### src/rtl/debounce_bank.sv
// debounce_bank: multi-channel asymmetric debouncer with edge pulses, sticky W1C events and irq.
// Optional macro DEBOUNCE_BANK_SYNC_EN adds a 2-flop input synchronizer ahead of the filter.
module debounce_bank #(
    parameter int                    CHANNELS    = 4,
    parameter int                    RISE_COUNT  = 16,
    parameter int                    FALL_COUNT  = 16,
    parameter logic [CHANNELS-1:0]   RESET_VALUE = {CHANNELS{1'b0}}
) (
    input  logic                clock,
    input  logic                reset_n,
    input  logic [CHANNELS-1:0] in,
    output logic [CHANNELS-1:0] out,
    output logic [CHANNELS-1:0] edj,
    output logic [CHANNELS-1:0] rise,
    output logic [CHANNELS-1:0] fall,
    output logic [CHANNELS-1:0] event_mask,
    input  logic [CHANNELS-1:0] clear_mask,
    output logic                irq
);

    localparam int MAX_COUNT = (RISE_COUNT > FALL_COUNT) ? RISE_COUNT : FALL_COUNT;
    localparam int CW        = $clog2(MAX_COUNT + 1);
    localparam logic [CW-1:0] RISE_LAST = CW'(RISE_COUNT - 1);
    localparam logic [CW-1:0] FALL_LAST = CW'(FALL_COUNT - 1);

    logic [CHANNELS-1:0] samp_s;
    logic [CHANNELS-1:0] tog_s;
    logic [CHANNELS-1:0] out_q, out_d;
    logic [CHANNELS-1:0] edj_q, edj_d;
    logic [CHANNELS-1:0] rise_q, rise_d;
    logic [CHANNELS-1:0] fall_q, fall_d;
    logic [CHANNELS-1:0] event_q, event_d;
    logic                irq_q, irq_d;
    logic [CW-1:0]       cnt_q [CHANNELS];
    logic [CW-1:0]       cnt_d [CHANNELS];

`ifdef DEBOUNCE_BANK_SYNC_EN
    logic [CHANNELS-1:0] sync1_q, sync2_q;

    // Two-stage synchronizer; reset to the idle level so no spurious qualification starts.
    always_ff @(posedge clock or negedge reset_n) begin
        if (!reset_n) begin
            sync1_q <= RESET_VALUE;
            sync2_q <= RESET_VALUE;
        end else begin
            sync1_q <= in;
            sync2_q <= sync1_q;
        end
    end

    assign samp_s = sync2_q;
`else
    assign samp_s = in;
`endif

    // Per-channel qualification counters; threshold depends on the current level direction.
    always_comb begin
        out_d = out_q;
        tog_s = {CHANNELS{1'b0}};
        for (int i = 0; i < CHANNELS; i++) begin
            cnt_d[i] = {CW{1'b0}};
            if (samp_s[i] != out_q[i]) begin
                if (cnt_q[i] == (out_q[i] ? FALL_LAST : RISE_LAST)) begin
                    out_d[i] = samp_s[i];
                    tog_s[i] = 1'b1;
                end else begin
                    cnt_d[i] = cnt_q[i] + CW'(1);
                end
            end else begin
                cnt_d[i] = {CW{1'b0}};
            end
        end
    end

    // Pulses, sticky events (set wins over clear) and the lagging irq summary.
    always_comb begin
        edj_d   = tog_s;
        rise_d  = tog_s & samp_s;
        fall_d  = tog_s & ~samp_s;
        event_d = tog_s | (event_q & ~clear_mask);
        irq_d   = |event_q;
    end

    // State and output registers.
    always_ff @(posedge clock or negedge reset_n) begin
        if (!reset_n) begin
            out_q   <= RESET_VALUE;
            edj_q   <= {CHANNELS{1'b0}};
            rise_q  <= {CHANNELS{1'b0}};
            fall_q  <= {CHANNELS{1'b0}};
            event_q <= {CHANNELS{1'b0}};
            irq_q   <= 1'b0;
            for (int i = 0; i < CHANNELS; i++) begin
                cnt_q[i] <= {CW{1'b0}};
            end
        end else begin
            out_q   <= out_d;
            edj_q   <= edj_d;
            rise_q  <= rise_d;
            fall_q  <= fall_d;
            event_q <= event_d;
            irq_q   <= irq_d;
            for (int i = 0; i < CHANNELS; i++) begin
                cnt_q[i] <= cnt_d[i];
            end
        end
    end

    assign out        = out_q;
    assign edj        = edj_q;
    assign rise       = rise_q;
    assign fall       = fall_q;
    assign event_mask = event_q;
    assign irq        = irq_q;

endmodule

### config.mk
export PLATFORM = sky130hd
export DESIGN_NAME = debounce_bank
export DESIGN_NICKNAME = d
export VERILOG_FILES = /design/src/rtl/debounce_bank.sv
export SDC_FILE = /design/constraint.sdc
export NUM_CORES = 1
export LEC_CHECK = 0
export CAP_MARGIN = 5
export CORE_MARGIN = 3
export CORE_UTILIZATION = 45
export DETAILED_ROUTE_END_ITERATION = 10
export PLACE_DENSITY = 0.76
export SLEW_MARGIN = 20
export SYNTH_ARGS = -nofsm -noshare
export SYNTH_HDL_FRONTEND = slang
export SYNTH_SLANG_ARGS = --single-unit
### constraint.sdc
create_clock -name clock -period 1.1 [get_ports clock]
set_input_delay 0.22 -clock clock [delete_from_list [all_inputs] [get_ports clock]]
set_output_delay 0.22 -clock clock [all_outputs]
set_load 0.05 [all_outputs]
; Yosys cells after proc, flatten, opt, wreduce, memory -nomap -nowiden
; Cells that the tools add are included.
; W data, S select, Z words.
[word_totals]
ff_bits = 41
elab_cells = 52
[classes]
addsub = 4
eq_ne = 8
n_mux = 16
bitwise = 6
reduce_logical = 5
[op_table]
columns = op, n
row1 = $mux W5, 8
row2 = $add A5 B1 Y5 const B, 4
row3 = $eq A5 B4 Y1 const B, 4
row4 = $and A4 B4 Y4, 3
row5 = $mux W1, 8
row6 = $not A4 Y4, 2
row7 = $reduce_and A2 Y1, 4
row8 = $ne A1 B1 Y1, 4
row9 = $or A4 B4 Y4, 1
row10 = $reduce_or A4 Y1, 1

; Depth between registers and ports, before layout
; Gate-level depths: netlist of the first run.
[depth]
ltp_word = 4
mapped_depth = 4
ltp_nobuf = 4

; Worst setup path after synthesis of the first run
; Ideal clock, no wire load.
[synth_path]
path_kind = flip-flop to flip-flop
from = register out_q[3], in the netlist out[3]
to = register cnt_q[1] in the netlist's numbering
arrival_ns = 1.079
path_slack_ns = -0.099
stages_incl_launch_ff = 3
period_less_slack_ns = 1.199
path_cell_list = dfrtp_1 > xor2_1 > and3_2
[synth_rtl]
columns = item, line_no
row1 = from (decl), 28  ; logic [CHANNELS-1:0] out_q, out_d;
row2 = from (signal assigned), 97  ; out_q <= out_d;
row3 = "to (signal, indexed assignment)", 94  ; cnt_q[i] <= {CW{1'b0}};
row4 = "to (signal, indexed assignment)", 104  ; cnt_q[i] <= cnt_d[i];
row5 = to (decl), 34  ; logic [CW-1:0] cnt_q [CHANNELS];

; Final worst setup path of the first run
[layout_path]
from = register cnt_q[15] in the netlist's numbering
to = register out_q[0], in the netlist out[0]
[layout_via]
elab_chain_len = 2
[layout_lines]
columns = item, line_no
row1 = $eq A5 B4 Y1, 63  ; if (cnt_q[i] == (out_q[i] ? FALL_LAST : RISE_LAST)) begin
row2 = $reduce_and A2 Y1 (no line), --
; Every way passes these cells.
; A chain may end at the register's enable or synchronous reset.

==> impl_metrics.csv, run 1 <==
group,metric,value,unit
outcome,status,"complete, but fails checks",
outcome,violations,"negative setup slack",
critical_path,crit_path_end,"out[0]",
synth,synth_warnings,0,
sta,drv_slew,0,
critical_path,reg2regPathDepth,3,
synth,ys.flop_type,"dfrtp_1",
critical_path,cp.arrival,1.42,ns
place,dpl-instance-area,2405,um^2
synth,syn-cell-area,1639,um^2
critical_path,critPathBufInv,0,
cts,clk_pin_slew,0.12,ns
finish,synthToLayoutAreaGrowth,77.94,%
synth,post-synth-top-area-fraction,62.60,%
critical_path,path_depth,3,
critical_path,end_kind,"flop",
grt,grt_pass1_vias,1255,
finish,finalInstanceArea,2917,um^2
pwr,p_total,3.403,mW
synth,synth_cell_types,17,
synth,syn_nets,136,
drt,routed_via_density,5.154,
synth,postSynthAreaPerCell,13.44,um^2
grt,grt_max_degree,42,
place,pre_cts_ws,-0.2641,ns
synth,ys_ff_latch,41,
cts,clk_path_buf_depth,2,
pwr,worst_ir_drop_vdd,0.9842,mV
drt,drt_pass1_iterations,4,
critical_path,crit_fanout,6,
drt,drtIter0Drc,46,
finish,n_antenna_cell,0,
sta,worst_pin_slew,0.3876,ns
sta,max_freq,0.8457,GHz
critical_path,setup.worst_path.class,"flop to flop",
synth,synth_common_cells,"41 x dfrtp_1, 16 x nor2_1",
cts,cts_tree,"built",
floorplanning,rows,21,
sta,setup_violations,39,
floorplanning,initial_core_util,47.99,%
hold_path,hp-class,"input pin to async pin",
synth,yosysSeqAreaShare,62.60,%
cts,clk_latency,0.34,ns
critical_path,cp-startpoint,"cnt_q[15]",
floorplanning,die_area,4402,um^2
sta,fin_crit_sh,107.5,%
sta,finalCriticalPeriod,1.182,ns
grt,grt_pass1_wl,5961,um
drt,drt_wl_total,4287,um
grt,grt_overflow,0,
cts,numCtsBuffers,5,
drt,num_vias,1237,
synth,yosysMostFrequentCell,"dfrtp_1",
drt,drc,0,
floorplanning,die_x,66.35,um
finish,drive_gt1_share,58.76,%
pwr,power.density,1167,nW/um^2
critical_path,crit_path_cell_trace,"ha_4, nand4b_4, mux2_4",
place,dp.cells,216,
sta,worst_slack,-0.08247,ns
critical_path,startpoint_type,"flop",
synth,synthCells,122,
grt,antenna_found_initial,0,
synth,synth_area_leader_cell,"dfrtp_1",
place,gp_congestion,0.8188,
cts,htreeDepth,2,
critical_path,cpLargestDelayFamily,"flip-flops",
floorplanning,ios,31,
pwr,cellLeakagePower,1.417,nW
grt,grtUsageTotal,18.55,%
place,numPortBuffers,30,
sta,hold_violations,0,
floorplanning,die_y,66.35,um
cts,cts_sinks,41,
sta,fin_worst_skew,0.01075,ns
critical_path,cp_slowest_cell,"dfrtp_1",
critical_path,reg2reg_slack,-0.08,ns
critical_path,worst_r2r_endpoint,"out[0]",
place,dp_hpwl,2400,um
synth,async_reset_ff_share,100.0,%
synth,synth_edf_count,0,
sta,slew_headroom,74.08,%
finish,nets,207,
flow_run,maxCapViolations,0,
critical_path,rr_startpoint,"cnt_q[15]",
drt,wl_per_cell,17.86,um
cts,clock-root-buffer,"clkbuf_4",
critical_path,cp.required,1.34,ns
floorplanning,core,3416,um^2
drt,ant_nets,0,
synth,synthTopCellsByArea,"dfrtp_1 63%, nand4b_4 5.8%, xnor2_1 4.3%",
critical_path,max_stage_delay,0.42,ns
sta,rsz0062_at_grt,"true",
finish,final_cells,240,
sta,fin_setup_tns,-1.541,ns
[placed cells by master, fill, tap and decap left out, types with 2 or more instances in the layout]
cell / instances
and3_1: 2
xnor2_2: 5
buf_12: 22
buf_4: 21
o22ai_1: 2
xor2_1: 2
dfrtp_2: 4
nand2_1: 4
clkdlybuf4s50_1: 8
xor2_4: 4
ha_4: 4
a31oi_1: 4
o22ai_2: 2
mux2_4: 4
nor2_1: 8
nor3b_2: 5
dfrtp_1: 37
nor2_2: 7
nand4b_4: 4
xor2_2: 2
nand2_2: 2
nand2_4: 2
buf_6: 10
clkbuf_4: 5
xnor2_1: 2
nand3_2: 3
nor3b_1: 2
inv_1: 4
[layout make-up]
type | count | area (um^2)
clock buffer | 7 | 55.05
clock inverter | 1 | 30.03
fill | 162 | 499.2
inverter | 4 | 15.01
multi-input combinational | 77 | 907.1
sequential | 41 | 1031
tap | 46 | 57.56
timing repair buffer | 64 | 820.8
[worst min path at each step]
stage                     startpoint         to  slack, ns  cells past startpoint
after floorplan              reset_n   cnt_q[0]      -0.08                      0
after global placement       reset_n    rise[0]       0.20                      2
after detailed placement     reset_n  cnt_q[18]       0.20                      2
after CTS                    reset_n  cnt_q[18]       0.38                      3
after global routing         reset_n     out[0]       0.38                      3
final                        reset_n     out[0]       0.38                      3
[worst reg2reg max path, stage by stage, from the launching register on]
cell,delay (ns)
dfrtp_1,0.42
ha_4,0.17
nand4b_4,0.15
mux2_4,0.34
[where the power goes]
| group | internal [mW] | total [mW] | switching (mW) |
|---|---|---|---|
| Sequential | 1.59 | 1.69 | 0.104 |
| Combinational | 0.390 | 0.704 | 0.314 |
| Clock | 0.543 | 1.01 | 0.466 |
| Total | 2.52 | 3.40 | 0.884 |
[state kept, by name (all words and copies together), names as in the netlist]
name and count:
cnt_q 20, edj 4, event_mask 4, fall 4
irq 1, out 4, rise 4
[logic make-up after synthesis]
logic type / count (synthesis) / synth area share [%]
buf+inv: 4 / 0.9158
flops: 41 / 62.60
fa+ha+maj: 4 / 3.054
simple gates: 45 / 18.17
mux: 4 / 3.664
xor+xnor: 16 / 8.550
compound gates: 8 / 3.053
[metal layers]
layer	GRT usage (%)	share of wire, %	vias up
met4	6.091	4.8	0
met1	21.58	37	613
met2	32.84	53	46
met5	0	0	-
met3	4.932	4.9	19
li1	-	-	559
[per-stage QoR]
step,hold WS (ns),util (%)
after global routing,0.3840,85.38
after detailed placement,0.2049,70.40
final,0.3783,85.38
after global placement,0.2029,70.40
after CTS,0.3771,77.99
after floorplan,-0.07559,-
[repair_timing]
item                                    CTS  global route
hold buffers                              1             0
hold endpoints to repair                 41             0
buffers inserted                         10             6
pin swaps                                 5            13
endpoints found under the setup margin   33            61
gates resized for setup                  16            41
No activity file was read; power rests on OpenSTA's default activity.
==> run 2, diff against run 1 <==
--- a/config.mk
+++ b/config.mk
@@ -10,6 +10,7 @@
 export CORE_UTILIZATION = 45
 export DETAILED_ROUTE_END_ITERATION = 10
 export PLACE_DENSITY = 0.76
+export RECOVER_POWER = 100
 export SLEW_MARGIN = 20
 export SYNTH_ARGS = -nofsm -noshare
 export SYNTH_HDL_FRONTEND = slang
==> run 2 against run 1 <==
The flow still finishes with violations (negative setup slack). Routed wire length shrank 0.28%. Critical endpoint unchanged. Sequential share of layout area grew 0.20 points. Via count grew 0.97%. Global-route usage is the same. Non-clock buffer count is the same. Cell area shrank 0.56%.
==> impl_metrics.csv, run 2 (synthesized netlist as in run 1, its figures left out) <==
group,metric,value,unit
outcome,status,"complete, but fails checks",
outcome,violations,"negative setup slack",
sta,drv_slew,0,
cts,cts_tree,"built",
grt,grtUsageTotal,18.55,%
grt,grt_max_degree,42,
finish,mostFrequentLayoutCell,"dfrtp_1",
floorplanning,die_y,66.35,um
drt,routed_via_density,5.204,
grt,antenna_found_initial,0,
sta,max_freq,0.8447,GHz
cts,clk_path_buf_depth,2,
drt,ant_nets,0,
sta,slew_headroom,64.51,%
cts,clock-root-buffer,"clkbuf_4",
critical_path,cp_slowest_cell,"dfrtp_1",
place,dp.cells,216,
drt,drc,0,
cts,htreeDepth,2,
finish,final_cells,240,
finish,layout_common_cells,"37 x dfrtp_1, 21 x buf_12, 20 x buf_4",
finish,largest_register_ffs,20,
finish,n_antenna_cell,0,
drt,num_vias,1249,
critical_path,critPathBufInv,0,
sta,finalCriticalPeriod,1.184,ns
finish,synthToLayoutAreaGrowth,76.95,%
drt,wl_per_cell,17.81,um
finish,largest_register,"cnt_q",
grt,grt_pass1_wl,5961,um
sta,fin_worst_skew,0.01008,ns
drt,drtIter0Drc,56,
critical_path,rr_startpoint,"cnt_q[15]",
drt,drt_pass1_iterations,4,
floorplanning,core,3416,um^2
sta,setup_violations,39,
place,pre_cts_ws,-0.2641,ns
pwr,p_total,3.391,mW
pwr,cellLeakagePower,1.408,nW
cts,cts_sinks,41,
critical_path,cp.required,1.34,ns
sta,worst_pin_slew,0.5324,ns
finish,fin_util,84.91,%
finish,drive_gt1_share,58.25,%
cts,numCtsBuffers,5,
place,numPortBuffers,30,
critical_path,setup.worst_path.class,"flop to flop",
sta,worst_hold_slack,0.4549,ns
sta,fin_crit_sh,107.6,%
floorplanning,die_area,4402,um^2
critical_path,reg2reg_slack,-0.08,ns
floorplanning,ios,31,
critical_path,cpLargestDelayFamily,"flip-flops",
critical_path,crit_fanout,6,
hold_path,hp-class,"input pin to flop",
cts,clk_latency,0.34,ns
grt,grt_pass1_vias,1255,
critical_path,reg2regPathDepth,3,
flow_run,maxCapViolations,0,
sta,hold_violations,0,
critical_path,worst_r2r_endpoint,"out[0]",
pwr,power.density,1169,nW/um^2
critical_path,end_kind,"flop",
floorplanning,initial_core_util,47.99,%
place,dp_hpwl,2400,um
floorplanning,rows,21,
critical_path,max_stage_delay,0.42,ns
critical_path,crit_path_end,"out[0]",
place,gp_congestion,0.8188,
pwr,worst_ir_drop_vdd,0.9824,mV
floorplanning,die_x,66.35,um
finish,nets,207,
sta,worst_slack,-0.08388,ns
critical_path,cp.arrival,1.42,ns
critical_path,cp-startpoint,"cnt_q[15]",
sta,rsz0062_at_grt,"true",
critical_path,startpoint_type,"flop",
cts,clk_pin_slew,0.12,ns
drt,drt_wl_total,4275,um
grt,grt_overflow,0,
critical_path,path_depth,3,
critical_path,crit_path_cell_trace,"ha_4, nand4b_4, mux2_4",
## run 2: cell count changes in the layout (fill, tap and decap cells not counted)
cell	change
clkbuf_1	+1
clkbuf_4	+1
buf_12	-1
buf_4	-1
## run 2: per-layer routing
layer | global-route usage (%) | part of all wire (%)
met1 | 21.58 | 37
met2 | 32.84 | 53
met3 | 4.932 | 4.9
met4 | 6.091 | 4.8
met5 | 0 | 0
## run 2: final cells by class
type                    instances  area [um^2]
clock inverters                 1        30.03
clock buffers                   7        55.05
repair buffers                 64        804.5
multi-input cells              77        907.1
well taps                      46        57.56
inverters                       4        15.01
fillers                       166        515.5
flip-flops and latches         41         1031
## run 2: what timing repair did
action	4_1_cts	5_1_grt
resized for setup	16	41
gates cloned	0	0
endpoints found under the hold margin	41	0
setup endpoints to repair	33	61
setup buffers	10	6
pin swaps	5	13
hold buffers	1	0
## run 2: worst min-delay path by stage
stage | slack [ns] | end | cells past startpoint | startpoint
after floorplan | -0.08 | cnt_q[0] | 0 | reset_n
after global placement | 0.20 | rise[0] | 2 | reset_n
after detailed placement | 0.20 | cnt_q[18] | 2 | reset_n
after CTS | 0.38 | cnt_q[18] | 3 | reset_n
after global routing | 0.44 | event_mask[0] | 2 | clear_mask[0]
final | 0.45 | event_mask[3] | 2 | clear_mask[3]
## run 2: stage by stage
| stage | area (um^2) | setup TNS, ns |
|---|---|---|
| 2_1_floorplan | 1694 | -0.01155 |
| 3_3_place_gp | 2405 | -4.194 |
| 3_5_place_dp | 2405 | -5.217 |
| 4_1_cts | 2664 | -1.293 |
| 5_1_grt | 2900 | -3.531 |
| 6_report | 2900 | -1.526 |
## run 2: power breakdown
group          internal, mW  switching, mW
clock network         0.543          0.464
registers              1.59          0.104
logic                 0.381          0.312
